$ cat config.mk
export PLATFORM = sky130hd
export DESIGN_NAME = serial_compare_ctrl
export DESIGN_NICKNAME = d
export VERILOG_FILES = /design/src/rtl/cmp_pkg.sv /design/src/rtl/greater_than.sv /design/src/rtl/serial_compare_ctrl.sv
export SDC_FILE = /design/constraint.sdc
export NUM_CORES = 1
export LEC_CHECK = 0
export ABC_AREA = 1
export BUFFER_PORTS_ARGS = -buffer_cell sky130_fd_sc_hd__buf_2
export CAP_MARGIN = 30
export CORE_ASPECT_RATIO = 1.4
export CORE_MARGIN = 3
export CORE_UTILIZATION = 40
export DETAILED_ROUTE_END_ITERATION = 7
export PLACE_DENSITY = 0.71
export SLEW_MARGIN = 20
export SYNTH_ARGS = -nofsm -noshare
export SYNTH_HDL_FRONTEND = slang
export SYNTH_SLANG_ARGS = --single-unit
$ cat constraint.sdc
create_clock -name clk -period 2.7 [get_ports clk]
set_input_delay 0.135 -clock clk [delete_from_list [all_inputs] [get_ports clk]]
set_output_delay 0.135 -clock clk [all_outputs]
set_load 0.005 [all_outputs]
$ cat src/rtl/cmp_pkg.sv
// Shared constants and state type for the serial digit-wise comparator controller.
package cmp_pkg;

  localparam logic [1:0] S_IDLE = 2'd0;
  localparam logic [1:0] S_RUN  = 2'd1;
  localparam logic [1:0] S_DONE = 2'd2;

  localparam int DIGIT_W = 2;

  typedef enum logic [1:0] {
    IDLE = S_IDLE,
    RUN  = S_RUN,
    DONE = S_DONE
  } state_t;

endpackage

$ cat src/rtl/greater_than.sv
// 2-bit unsigned magnitude slice: F is high when A > B. Purely combinational.
module greater_than (
  input  logic [1:0] A,
  input  logic [1:0] B,
  output logic       F
);

  assign F = (A > B);

endmodule

$ cat src/rtl/serial_compare_ctrl.sv
// Compares two WIDTH-bit operands one 2-bit digit per clock, MSB first, stopping on the first
// differing digit. done pulses 2..STEPS+1 cycles after start; start is ignored unless IDLE.
module serial_compare_ctrl #(
  parameter int WIDTH = 8
) (
  input  logic             clk,
  input  logic             rst_n,
  input  logic             start,
  input  logic [WIDTH-1:0] a,
  input  logic [WIDTH-1:0] b,
  output logic             busy,
  output logic             done,
  output logic             a_gt_b,
  output logic             a_eq_b,
  output logic             a_lt_b
);

  import cmp_pkg::*;

  localparam int STEPS = WIDTH / DIGIT_W;
  localparam int CNT_W = (STEPS > 1) ? $clog2(STEPS) : 1;
  localparam int IDX_W = $clog2(WIDTH);

  state_t             r_state;
  state_t             w_state_nxt;
  logic [WIDTH-1:0]   r_a;
  logic [WIDTH-1:0]   r_b;
  logic [CNT_W-1:0]   r_cnt;
  logic               r_gt;
  logic               r_eq;
  logic               r_lt;

  logic [IDX_W-1:0]   w_lsb;
  logic [DIGIT_W-1:0] w_dig_a;
  logic [DIGIT_W-1:0] w_dig_b;
  logic               w_gt;
  logic               w_lt;
  logic               w_last;

  // Digit index is cnt*2; the cast only narrows when WIDTH==2, where cnt is always 0.
  assign w_lsb   = IDX_W'({r_cnt, 1'b0});
  assign w_dig_a = r_a[w_lsb +: DIGIT_W];
  assign w_dig_b = r_b[w_lsb +: DIGIT_W];
  assign w_last  = (r_cnt == '0);

  greater_than u_gt (.A(w_dig_a), .B(w_dig_b), .F(w_gt));
  greater_than u_lt (.A(w_dig_b), .B(w_dig_a), .F(w_lt));

  always_ff @(posedge clk) begin
    if (!rst_n) begin
      r_state <= IDLE;
    end else begin
      r_state <= w_state_nxt;
    end
  end

  always_comb begin
    w_state_nxt = r_state;
    case (r_state)
      IDLE:    if (start) w_state_nxt = RUN;
      RUN:     if (w_gt || w_lt || w_last) w_state_nxt = DONE;
      DONE:    w_state_nxt = IDLE;
      default: w_state_nxt = IDLE;
    endcase
  end

  always_ff @(posedge clk) begin
    if (!rst_n) begin
      r_a   <= '0;
      r_b   <= '0;
      r_cnt <= '0;
      r_gt  <= 1'b0;
      r_eq  <= 1'b0;
      r_lt  <= 1'b0;
    end else begin
      if (r_state == IDLE && start) begin
        r_a   <= a;
        r_b   <= b;
        r_cnt <= CNT_W'(STEPS - 1);
      end
      // Result flags change only when the compare resolves, so they hold through IDLE.
      if (r_state == RUN) begin
        if (w_gt) begin
          {r_gt, r_eq, r_lt} <= 3'b100;
        end else if (w_lt) begin
          {r_gt, r_eq, r_lt} <= 3'b001;
        end else if (w_last) begin
          {r_gt, r_eq, r_lt} <= 3'b010;
        end else begin
          r_cnt <= r_cnt - CNT_W'(1);
        end
      end
    end
  end

  assign busy   = (r_state == RUN);
  assign done   = (r_state == DONE);
  assign a_gt_b = r_gt;
  assign a_eq_b = r_eq;
  assign a_lt_b = r_lt;

endmodule

==> impl_results.md <==
- MaxCap Viol Count: 0
- Pins Over Slew Limit: 0
- Mapped Area: 0.00110 mm2
- Hold Crit Class: primary input to flop
- Commonest cells in the netlist: nor2_1 (35), dfxtp_1 (23), nand2_1 (15)
- Final hold viol count: 0
- I/O pin total: 24
- Layout area overhead: 12.9%
- Post-CTS sizing: 0
- CTS tree: built
- Clock Skew: 0.00665 ns
- CTS HTree Levels: 1
- WL final: roughly 2200 um
- Initial antenna violation count: 0
- #FFs+latches synth: 23
- Type of destination of the critical path: flop
- Largest net degree at the start of global routing: 20
- Total CTS buffers: 3
- Final period util: 75.2%
- DIE AREA: 0.00341 mm2
- Startpoint class of the critical path: flop
- Crit path DAT: 2.28 ns
- Vias/cell: 4.73
- Yosys warnings: 0
- # clock sinks: 23
- Die width: 50.2 um
- Initial Utilization: 43.9%
- Iter 0 DRT Violations: 18
- Number of synthesized flops with an enable pin: 0
- Antenna Cells: 0
- Clk_lat worst skew: 0.31 ns
- Share of layout cells above drive strength 1: 28.6%
- Largest cells by area after synthesis: dfxtp_1 (42%), nor2_1 (12%), o21ai_0 (5.9%), nor2_2 (5.7%), nand2_1 (5.1%)
- Post-synth cell types: 26
- DRC viols: 0
- PwrDens: about 720 mW/mm2
- RSZ-0062 raised after global routing: false
- CP Class: flop to flop
- Top cell type's share of synthesized area: 42.0%
- Fmax: 492 MHz
- Drt wl/cell: between 10 and 15 um
- Sum Neg Setup Slack: 0 ns
- CP Max Fanout: 12
- Rel. slew slack: 76.4%
- Post-Syn Instances: 146
- GRT Util Overall: 14.1%
- Nets: 190
- RePlAce Congestion: slightly above 0.8
- Reg clk slew, reported paths: roughly 0.12 ns
- Sequential cell area fraction in the yosys report: 42.0%
- CTS Root Cell: clkbuf_4
- Outcome: complete, no violations
- Cell row count: 21
- Primary FF master, synth: dfxtp_1
- Initial DRT Pass Iterations: 4
- Dpl hpwl: 1650 um
- Bufs on Longest Clock Path: 2
- Asr flop ratio synth: 0%
- Vias in the first global route: 937
- Worst Hold Margin: 0.0564 ns
- Design Area, Final: 0.00124 mm2
- Die Ht: 67.9 um
- Port buffer count: 23
- Core area: 0.00250 mm2
- Final antenna-violating net count: 0
- Final Critical Period: roughly 2.0 ns
- Syn Nets: 167
- Syn Area/Cell: around 7.5 um2
- First-pass GRT wire length: 3750 um
- Grt ovf: 0
- Critical path required time: 2.95 ns
- Pleak: 0.550 nW
- Post-CTS setup buffers: 0
- Largest area contributor in the netlist: dfxtp_1
- Routed vias: 955
- Worst-Margin Slew: about 0.35 ns
- Area after DPL: 0.00121 mm2
- Hold-fix buffers, CTS: 0
- Worst vdd ir: 0.349 mV
- Endpoints failing setup: 0
- Count leader, synth: nor2_1
==> cell usage in the layout, fill, tap and decap left out <==
| cell type | synthesis | routed |
|---|---|---|
| o21ai_1 | 10 | 10 |
| o21ai_0 | 13 | 13 |
| o21ai_2 | 1 | 1 |
| nand2_2 | 1 | 1 |
| inv_4 | 1 | 1 |
| nand3_1 | 2 | 2 |
| clkbuf_1 | 0 | 1 |
| o22ai_1 | 3 | 3 |
| dfxtp_1 | 23 | 23 |
| a32o_1 | 1 | 1 |
| inv_1 | 9 | 9 |
| nor2_4 | 1 | 1 |
| nand4_1 | 2 | 2 |
| and2_4 | 1 | 1 |
| ha_1 | 2 | 2 |
| nand3_4 | 1 | 1 |
| nand2_1 | 15 | 15 |
| nor2_1 | 35 | 35 |
| inv_2 | 3 | 3 |
| a21oi_2 | 2 | 2 |
| nand3_2 | 1 | 1 |
| clkbuf_4 | 0 | 3 |
| nor2_2 | 10 | 10 |
| a21oi_1 | 4 | 4 |
| buf_2 | 2 | 23 |
==> cells by family (layout without fill, tap and decap cells) <==
logic type | Yosys count | count (layout) | synth area share [%]
compound gates | 34 | 34 | 17.4
fa+ha+maj | 2 | 2 | 2.28
buf+inv | 18 | 40 | 8.56
flops | 23 | 23 | 42.0
simple gates | 69 | 69 | 29.8
==> flip-flops by register name, summed over array words and instances (netlist names) <==
signal   flops
a_eq_b       1
a_gt_b       1
a_lt_b       1
r_a          8
r_b          8
r_cnt        2
r_state      2
==> area by class of cell <==
type | count | area, um2
Clock buffer | 4 | 26.3
Fill cell | 266 | 1260
Inverter | 13 | 51.3
Multi-Input combinational cell | 105 | 542
Sequential cell | 23 | 460
Tap cell | 34 | 42.5
Timing Repair Buffer | 23 | 115
==> metrics by stage <==
step	power (mW)	util, %	worst slack, ns	std cells
2_1_floorplan	0.681	-	1.09	146
3_3_place_gp	0.728	48.5	0.862	198
6_report	0.887	49.6	0.669	202
5_1_grt	0.961	49.6	0.479	202
4_1_cts	0.898	49.6	0.702	202
3_5_place_dp	0.741	48.5	0.737	198
==> critical path, stage by stage (launching register included) <==
cell and delay [ns]:
dfxtp_1 0.55, inv_1 0.21, o21ai_0 0.24, o22ai_1 0.10, ha_1 0.29, nand2_1 0.11
o21ai_2 0.22, nand3_1 0.11, a21oi_2 0.13
==> metal layers <==
metal | wire length [um] | track usage [%]
met2 | 1080 | 26.1
met1 | 990 | 15.3
met3 | 90 | 1.96
met4 | 30 | 7.61
met5 | 0 | 0
==> worst paths after layout <==
check,startpoint,end,slack [ns],depth (start not counted)
hold reg to reg,a_gt_b$_SDFFE_PN0P_,a_gt_b$_SDFFE_PN0P_,0.47,2
setup reg to reg,r_cnt[0]$_SDFF_PN0_,a_lt_b$_SDFFE_PN0P_,0.67,8
setup / recovery,r_cnt[0]$_SDFF_PN0_,a_lt_b$_SDFFE_PN0P_,0.67,8
hold / removal,a[0],r_a[0]$_SDFFE_PN0P_,0.06,3
==> report_power, final <==
part	switching (mW)	total, mW	internal (mW)
Combinational	0.191	0.305	0.113
Clock	0.0959	0.154	0.0577
Sequential	0.0410	0.429	0.388
No activity file was read; power rests on OpenSTA's default activity.
